$ cat src/rtl/uart_pkg.sv
// uart_pkg
//   Definitions shared by the UART receiver and the future transmitter:
//   the parity-mode encodings, the receive FSM state encodings and a small
//   3-input majority helper used for bit voting.
package uart_pkg;

  // Parity mode encodings, matched against the PARITY_MODE parameter.
  localparam int PARITY_NONE = 0;
  localparam int PARITY_EVEN = 1;
  localparam int PARITY_ODD  = 2;

  // One-hot receive FSM states.
  typedef enum logic [4:0] {
    IDLE   = 5'b00001,
    START  = 5'b00010,
    DATA   = 5'b00100,
    PARITY = 5'b01000,
    STOP   = 5'b10000
  } rx_state_t;

  // Two-out-of-three vote over the samples taken around the bit centre.
  function automatic logic majority3(input logic a, input logic b, input logic c);
    return (a & b) | (a & c) | (b & c);
  endfunction

endpackage

$ cat src/rtl/uart_rx_fifo.sv
// uart_rx_fifo
//   Receive word FIFO for the UART receiver. The head word is presented
//   combinationally; when the FIFO is empty the output holds the last word
//   that was popped (zero after reset).
//
// Ports
//   clk      : clock, all state on the rising edge
//   rst      : asynchronous active-low reset, empties the FIFO
//   push     : write wdata this cycle (dropped when full and not popping)
//   wdata    : word to write
//   pop      : remove the head word this cycle (ignored when empty)
//   rdata    : head word, or last popped word when empty
//   empty    : FIFO holds no words
//   dropped  : one-cycle pulse, a push was discarded because the FIFO was full
module uart_rx_fifo
  import uart_pkg::*;
#(
  parameter int WIDTH = 8,
  parameter int DEPTH = 4
) (
  input  logic             clk,
  input  logic             rst,
  input  logic             push,
  input  logic [WIDTH-1:0] wdata,
  input  logic             pop,
  output logic [WIDTH-1:0] rdata,
  output logic             empty,
  output logic             dropped
);

  localparam int AW = $clog2(DEPTH);

  logic [WIDTH-1:0] mem [DEPTH];
  logic [AW:0]      wr_ptr;
  logic [AW:0]      rd_ptr;
  logic [WIDTH-1:0] last_q;
  logic             full;
  logic             do_push;
  logic             do_pop;

  // Pointers carry one extra wrap bit: equal pointers mean empty, equal
  // indices with differing wrap bits mean full.
  assign empty = (wr_ptr == rd_ptr);
  assign full  = (wr_ptr[AW] != rd_ptr[AW]) && (wr_ptr[AW-1:0] == rd_ptr[AW-1:0]);

  // A pop frees the slot in the same cycle, so a push into a full FIFO that
  // is being popped still succeeds and is not counted as a drop.
  assign do_pop  = pop & ~empty;
  assign do_push = push & (~full | do_pop);
  assign dropped = push & full & ~do_pop;

  assign rdata = empty ? last_q : mem[rd_ptr[AW-1:0]];

  always_ff @(posedge clk) begin
    if (do_push) begin
      mem[wr_ptr[AW-1:0]] <= wdata;
    end
  end

  always_ff @(posedge clk or negedge rst) begin
    if (!rst) begin
      wr_ptr <= '0;
      rd_ptr <= '0;
      last_q <= '0;
    end else begin
      if (do_push) begin
        wr_ptr <= wr_ptr + 1'b1;
      end
      if (do_pop) begin
        rd_ptr <= rd_ptr + 1'b1;
        last_q <= mem[rd_ptr[AW-1:0]];
      end
    end
  end

endmodule

$ cat src/rtl/uart_rx_param.sv
// uart_rx_param
//   Parameterised oversampling UART receiver with a receive FIFO and sticky
//   error flags. Each bit is decided by a 3-sample majority vote around the
//   bit centre; good frames are pushed into the FIFO, errored frames are
//   dropped and flagged.
//
// Ports
//   clk_sample : sample clock at OVERSAMPLE x baud rate
//   rst        : asynchronous active-low reset
//   rxd        : serial input, asynchronous, idle high
//   rdn        : active-low read strobe, pops one word per low cycle
//   clr_err    : one-cycle pulse clearing the sticky error flags
//   dout       : FIFO head word (last popped word while empty)
//   data_ready : FIFO not empty
//   frame_err  : sticky, a stop bit was sampled low
//   parity_err : sticky, a parity mismatch was seen
//   overrun    : sticky, a good frame was lost because the FIFO was full
module uart_rx_param
  import uart_pkg::*;
#(
  parameter int DATA_BITS   = 8,
  parameter int OVERSAMPLE  = 16,
  parameter int PARITY_MODE = 0,
  parameter int STOP_BITS   = 1,
  parameter int FIFO_DEPTH  = 4
) (
  input  logic                 clk_sample,
  input  logic                 rst,
  input  logic                 rxd,
  input  logic                 rdn,
  input  logic                 clr_err,
  output logic [DATA_BITS-1:0] dout,
  output logic                 data_ready,
  output logic                 frame_err,
  output logic                 parity_err,
  output logic                 overrun
);

  localparam int PHASE_W = $clog2(OVERSAMPLE);
  localparam int CNT_W   = $clog2(DATA_BITS + 1);

  localparam logic [PHASE_W-1:0] PH_A    = PHASE_W'(OVERSAMPLE / 2 - 1);
  localparam logic [PHASE_W-1:0] PH_B    = PHASE_W'(OVERSAMPLE / 2);
  localparam logic [PHASE_W-1:0] PH_C    = PHASE_W'(OVERSAMPLE / 2 + 1);
  localparam logic [PHASE_W-1:0] PH_END  = PHASE_W'(OVERSAMPLE - 1);
  localparam logic [CNT_W-1:0]   CNT_MAX = CNT_W'(DATA_BITS);
  localparam logic [1:0]         STOP_LAST = 2'(STOP_BITS - 1);

  logic sync1;
  logic sync2;
  logic rxd_prev;
  logic rxd_s;

  rx_state_t state_q;
  rx_state_t state_d;
  logic [PHASE_W-1:0]   phase_q;
  logic [PHASE_W-1:0]   phase_d;
  logic [CNT_W-1:0]     bit_cnt_q;
  logic [CNT_W-1:0]     bit_cnt_d;
  logic [DATA_BITS-1:0] shift_q;
  logic [DATA_BITS-1:0] shift_d;
  logic                 parity_bit_q;
  logic                 parity_bit_d;
  logic [1:0]           stop_cnt_q;
  logic [1:0]           stop_cnt_d;
  logic                 frame_bad_q;
  logic                 frame_bad_d;
  logic                 push_q;
  logic                 push_d;
  logic                 samp_a_q;
  logic                 samp_b_q;

  logic fall;
  logic decide;
  logic bit_end;
  logic vote;
  logic parity_mismatch;
  logic set_frame;
  logic set_parity;
  logic fifo_empty;
  logic dropped;
  logic pop_req;

  // Two-flop synchroniser plus one history flop for falling-edge detection.
  // All three reset to the idle line level so reset never looks like a start.
  always_ff @(posedge clk_sample or negedge rst) begin
    if (!rst) begin
      sync1    <= 1'b1;
      sync2    <= 1'b1;
      rxd_prev <= 1'b1;
    end else begin
      sync1    <= rxd;
      sync2    <= sync1;
      rxd_prev <= sync2;
    end
  end

  assign rxd_s   = sync2;
  assign fall    = rxd_prev & ~rxd_s;
  assign decide  = (phase_q == PH_C);
  assign bit_end = (phase_q == PH_END);

  // The first two votes are stored; the third is the live sample at the
  // decision phase, so the bit value is available in that same cycle.
  always_ff @(posedge clk_sample or negedge rst) begin
    if (!rst) begin
      samp_a_q <= 1'b1;
      samp_b_q <= 1'b1;
    end else begin
      if (phase_q == PH_A) begin
        samp_a_q <= rxd_s;
      end
      if (phase_q == PH_B) begin
        samp_b_q <= rxd_s;
      end
    end
  end

  assign vote = majority3(samp_a_q, samp_b_q, rxd_s);

  assign parity_mismatch = (^shift_q) ^ parity_bit_q ^ (PARITY_MODE == PARITY_ODD);

  // Next-state logic. The phase counter free-runs within a bit and wraps at
  // the bit end; leaving STOP happens at the decision point of the last stop
  // bit so a start bit arriving right after it is not missed.
  always_comb begin
    state_d      = state_q;
    phase_d      = bit_end ? '0 : phase_q + 1'b1;
    bit_cnt_d    = bit_cnt_q;
    shift_d      = shift_q;
    parity_bit_d = parity_bit_q;
    stop_cnt_d   = stop_cnt_q;
    frame_bad_d  = frame_bad_q;
    push_d       = 1'b0;
    set_frame    = 1'b0;
    set_parity   = 1'b0;

    unique case (state_q)
      IDLE: begin
        phase_d     = '0;
        frame_bad_d = 1'b0;
        if (fall) begin
          state_d = START;
        end
      end

      START: begin
        bit_cnt_d = '0;
        if (decide && vote) begin
          state_d = IDLE;
          phase_d = '0;
        end else if (bit_end) begin
          state_d = DATA;
        end
      end

      DATA: begin
        if (decide && (bit_cnt_q != CNT_MAX)) begin
          shift_d   = {vote, shift_q[DATA_BITS-1:1]};
          bit_cnt_d = bit_cnt_q + 1'b1;
        end
        if (bit_end && (bit_cnt_q == CNT_MAX)) begin
          state_d    = (PARITY_MODE == PARITY_NONE) ? STOP : PARITY;
          stop_cnt_d = '0;
        end
      end

      PARITY: begin
        if (decide) begin
          parity_bit_d = vote;
        end
        if (bit_end) begin
          state_d    = STOP;
          stop_cnt_d = '0;
        end
      end

      STOP: begin
        if (decide) begin
          if (!vote) begin
            set_frame = 1'b1;
          end
          if (stop_cnt_q == STOP_LAST) begin
            state_d = IDLE;
            phase_d = '0;
            if ((PARITY_MODE != PARITY_NONE) && parity_mismatch) begin
              set_parity = 1'b1;
            end
            push_d = vote & ~frame_bad_q & ~set_parity;
          end else begin
            stop_cnt_d  = stop_cnt_q + 1'b1;
            frame_bad_d = frame_bad_q | ~vote;
          end
        end
      end

      default: begin
        state_d = IDLE;
        phase_d = '0;
      end
    endcase
  end

  always_ff @(posedge clk_sample or negedge rst) begin
    if (!rst) begin
      state_q      <= IDLE;
      phase_q      <= '0;
      bit_cnt_q    <= '0;
      shift_q      <= '0;
      parity_bit_q <= 1'b0;
      stop_cnt_q   <= '0;
      frame_bad_q  <= 1'b0;
      push_q       <= 1'b0;
    end else begin
      state_q      <= state_d;
      phase_q      <= phase_d;
      bit_cnt_q    <= bit_cnt_d;
      shift_q      <= shift_d;
      parity_bit_q <= parity_bit_d;
      stop_cnt_q   <= stop_cnt_d;
      frame_bad_q  <= frame_bad_d;
      push_q       <= push_d;
    end
  end

  // Sticky flags: a set event in the same cycle as clr_err wins.
  always_ff @(posedge clk_sample or negedge rst) begin
    if (!rst) begin
      frame_err  <= 1'b0;
      parity_err <= 1'b0;
      overrun    <= 1'b0;
    end else begin
      frame_err  <= set_frame  | (frame_err  & ~clr_err);
      parity_err <= set_parity | (parity_err & ~clr_err);
      overrun    <= dropped    | (overrun    & ~clr_err);
    end
  end

  assign pop_req = ~rdn;

  // shift_q is stable for a whole bit after the last stop decision, so it can
  // feed the FIFO directly in the push cycle.
  uart_rx_fifo #(
    .WIDTH (DATA_BITS),
    .DEPTH (FIFO_DEPTH)
  ) u_fifo (
    .clk     (clk_sample),
    .rst     (rst),
    .push    (push_q),
    .wdata   (shift_q),
    .pop     (pop_req),
    .rdata   (dout),
    .empty   (fifo_empty),
    .dropped (dropped)
  );

  assign data_ready = ~fifo_empty;

endmodule

$ cat config.mk
export PLATFORM = sky130hd
export DESIGN_NAME = uart_rx_param
export DESIGN_NICKNAME = d
export VERILOG_FILES = /design/src/rtl/uart_pkg.sv /design/src/rtl/uart_rx_fifo.sv /design/src/rtl/uart_rx_param.sv
export SDC_FILE = /design/constraint.sdc
export NUM_CORES = 1
export LEC_CHECK = 0
export ABC_AREA = 1
export CORE_ASPECT_RATIO = 1.2
export CORE_MARGIN = 1.5
export CORE_UTILIZATION = 30
export CTS_BUF_LIST = sky130_fd_sc_hd__clkbuf_8
export CTS_CLUSTER_SIZE = 40
export DETAILED_ROUTE_END_ITERATION = 6
export PLACE_DENSITY = 0.42
export SKIP_CTS_REPAIR_TIMING = 1
export SYNTH_ARGS = -nofsm -noshare
export SYNTH_HDL_FRONTEND = slang
export SYNTH_HIERARCHICAL = 1
export SYNTH_SLANG_ARGS = --single-unit
$ cat constraint.sdc
create_clock -name clk_sample -period 4.7 [get_ports clk_sample]
set_input_delay 0.47 -clock clk_sample [delete_from_list [all_inputs] [get_ports clk_sample]]
set_output_delay 0.47 -clock clk_sample [all_outputs]
set_load 0.05 [all_outputs]
==> flow_summary.json <==
{
  "worstMarginPinSlew_ps": 879,
  "synth_fa_ha_area_share_pct": 3.67,
  "grt_setup_unrepaired": "false",
  "yosys-top-cells-area": "dfrtp_1 (27%), edfxtp_1 (26%), nand2_1 (17%), dfstp_2 (4.2%), nand3_1 (3.9%)",
  "slew_violations": 0,
  "pwr-share-comb_pct": 9.0,
  "synth_top_area_share_pct": 26.7,
  "cap_violations": 0,
  "leakagePower_nw": 2.09,
  "dieArea_sq_um": 13200,
  "viasPerCell": 4.22,
  "hold_path_class": "input pin to asynchronous set/reset pin",
  "die_w_um": 105,
  "power_switching_mw": 0.360,
  "worst_r2r_endpoint": "u_fifo/mem[1][2]",
  "skew_ps": 11.7,
  "pwr-share-seq_pct": 49.4,
  "outcome": "complete, no violations",
  "vdd_drop_max_v": 0.000162,
  "p_int_mw": 1.14,
  "synthSimpleGateAreaFrac_pct": 28.0,
  "grt_max_degree": 47,
  "power_density_nw_per_um2": 349,
  "htreeDepth": 3,
  "ys_async_sr_fraction_pct": 59.0,
  "cts.path.max_buffers": 2,
  "syn_area_sq_um": 3750,
  "finalNetCount": 446,
  "syn_to_final_growth_pct": 14.4,
  "synth_top_family_by_area": "simple AND/OR/NAND/NOR gates",
  "reg2reg_slack_ps": 2210,
  "drc": 0,
  "finalCritPeriodShare_pct": 72.7,
  "detailedPlace.worstSlack_ps": 1640,
  "worst-setup-path-type": "flop to output port",
  "ys_top_cells_by_count": "nand2_1 (170), dfrtp_1 (40), inv_1 (36), edfxtp_1 (32), nand3_1 (29)",
  "wirelength_um": 7230,
  "io_pins": 17,
  "finalPower_mw": 1.50,
  "synthXorXnorAreaFrac_pct": 0.933,
  "synth_compound_area_share_pct": 4.57,
  "rows": 44,
  "synth_edf_count": 32,
  "clock.fmax_ghz": 0.293,
  "dp_hpwl_um": 4990,
  "routabilityCongestion": 0.718,
  "worstRegToRegCells": 7,
  "synthMuxAreaShare_pct": 0,
  "fin_crit_ps": 3420,
  "cp.arrival_ps": 2950,
  "cts_tree": "done",
  "final_antenna_net_count": 0,
  "synth_cell_type_count": 38,
  "fp.dieH_um": 126,
  "grtUsageTotal_pct": 12.1,
  "start_util_pct": 30.9,
  "yosysMostFrequentCell": "nand2_1",
  "antenna_found_initial": 0,
  "drt_first_pass_iters": 4,
  "start_kind": "flop",
  "synth_seq_area_share_pct": 56.4,
  "syn_nets": 427,
  "maxSlewHeadroom_pct": 41.2,
  "postSynthAreaPerCell_sq_um": 9.14,
  "end_kind": "output port",
  "worst_slack_ps": 1280,
  "overflow": 0,
  "core_area_sq_um": 12200,
  "finalHoldViolations": 0,
  "netlist_instances": 411,
  "tns_ps": 0,
  "io_buffers": 16,
  "diodes": 0,
  "drt_iter0_markers": 138,
  "clk_latency_ps": 360,
  "grt_pass1_vias": 2522,
  "switching_share_pct": 24.1,
  "path_clk_slew_ps": 90,
  "yosysWarningCount": 6,
  "required_ps": 4230,
  "reg2reg_from": "u_fifo/rd_ptr[0]",
  "drive_gt1_share_pct": 13.1,
  "root_buffer": "clkbuf_8",
  "finalSetupViolCount": 0,
  "yosys.area.top_type": "dfrtp_1",
  "dr_total_vias": 2518,
  "cts_buffers": 9,
  "utilization_pct": 35.3,
  "hold_ws_ps": 208,
  "clockPowerShare_pct": 41.6,
  "wire_per_inst_um": 12.1,
  "synth_top_flop_cell": "dfrtp_1",
  "crit_fanout": 21,
  "grt_pass1_wl_um": 12500,
  "ys_seq_elements": 78,
  "cts.sinks": 78
}
per-layer routing:
metal,up-vias,routed length (um),GRT usage (%)
met3,12,209,3.34
met1,1146,3400,14.8
met2,25,3490,20.3
li1,1335,-,-
met4,0,125,5.08
met5,-,0,0
how the worst max path moves through the flow:
stage	startpoint	to	slack [ps]
floorplan	u_fifo/rd_ptr[1]	dout[0]	2800
global placement	u_fifo/rd_ptr[0]	dout[4]	1680
detailed placement	u_fifo/rd_ptr[0]	dout[2]	1640
CTS	u_fifo/rd_ptr[0]	dout[2]	1210
global route	u_fifo/rd_ptr[0]	dout[0]	1020
finish	u_fifo/rd_ptr[0]	dout[6]	1280
worst max-delay path, stage by stage (launching register included):
cell	delay (ps)
dfrtp_1	780
inv_4	200
nand2_1	100
nand2_1	60
nor2_2	110
nand2_2	250
clkinv_4	170
nand2_1	60
nand2_1	60
clkdlybuf4s50_1	790
state kept, by name, summed over array words and instances (netlist names), 2 cells and up:
| register | cells |
|---|---|
| shift_q | 8 |
| u_fifo/mem | 32 |
| bit_cnt_q | 4 |
| u_fifo/last_q | 8 |
| phase_q | 4 |
| stop_cnt_q | 2 |
| u_fifo/rd_ptr | 3 |
| state_q | 4 |
| u_fifo/wr_ptr | 3 |
area by class of cell:
type | instances | area [sq um]
clock buffers | 10 | 138
multi-input cells | 281 | 1400
fillers | 1265 | 7870
clock inverters | 6 | 109
repair buffers | 17 | 163
flip-flops and latches | 78 | 2120
inverters | 43 | 169
well taps | 161 | 201
power by group through the flow:
stage          Clock [mW]  Combinational, mW  Sequential, mW
2_1_floorplan           0              0.103           0.752
3_3_place_gp            0              0.139           0.754
6_report            0.623              0.135           0.740
3_5_place_dp            0              0.137           0.754
4_1_cts             0.651              0.138           0.740
5_1_grt             0.682              0.157           0.743
metrics by stage:
stage / area (sq um) / cells
2_1_floorplan: 3750 / 411
3_3_place_gp: 4050 / 580
3_5_place_dp: 4050 / 580
4_1_cts: 4290 / 596
5_1_grt: 4290 / 596
6_report: 4290 / 596
cell usage in the layout (no fill, tap or decap), types with 6 or more instances in the layout:
cell,Yosys,layout
clkdlybuf4s50_1,0,15
ha_1,11,11
a21oi_1,7,7
clkbuf_8,0,10
nor2_1,19,19
edfxtp_1,32,32
dfrtp_1,40,40
inv_1,36,37
nand2_2,6,6
nand3_1,29,29
dfstp_2,6,6
nand2_1,170,170
cells by family (layout without fill, tap and decap cells):
logic type / after synthesis / count (layout)
simple gates: 240 / 240
flops: 78 / 78
buf+inv: 52 / 76
compound gates: 26 / 26
fa+ha+maj: 11 / 11
xor+xnor: 4 / 4
No activity file was read; power rests on OpenSTA's default activity.
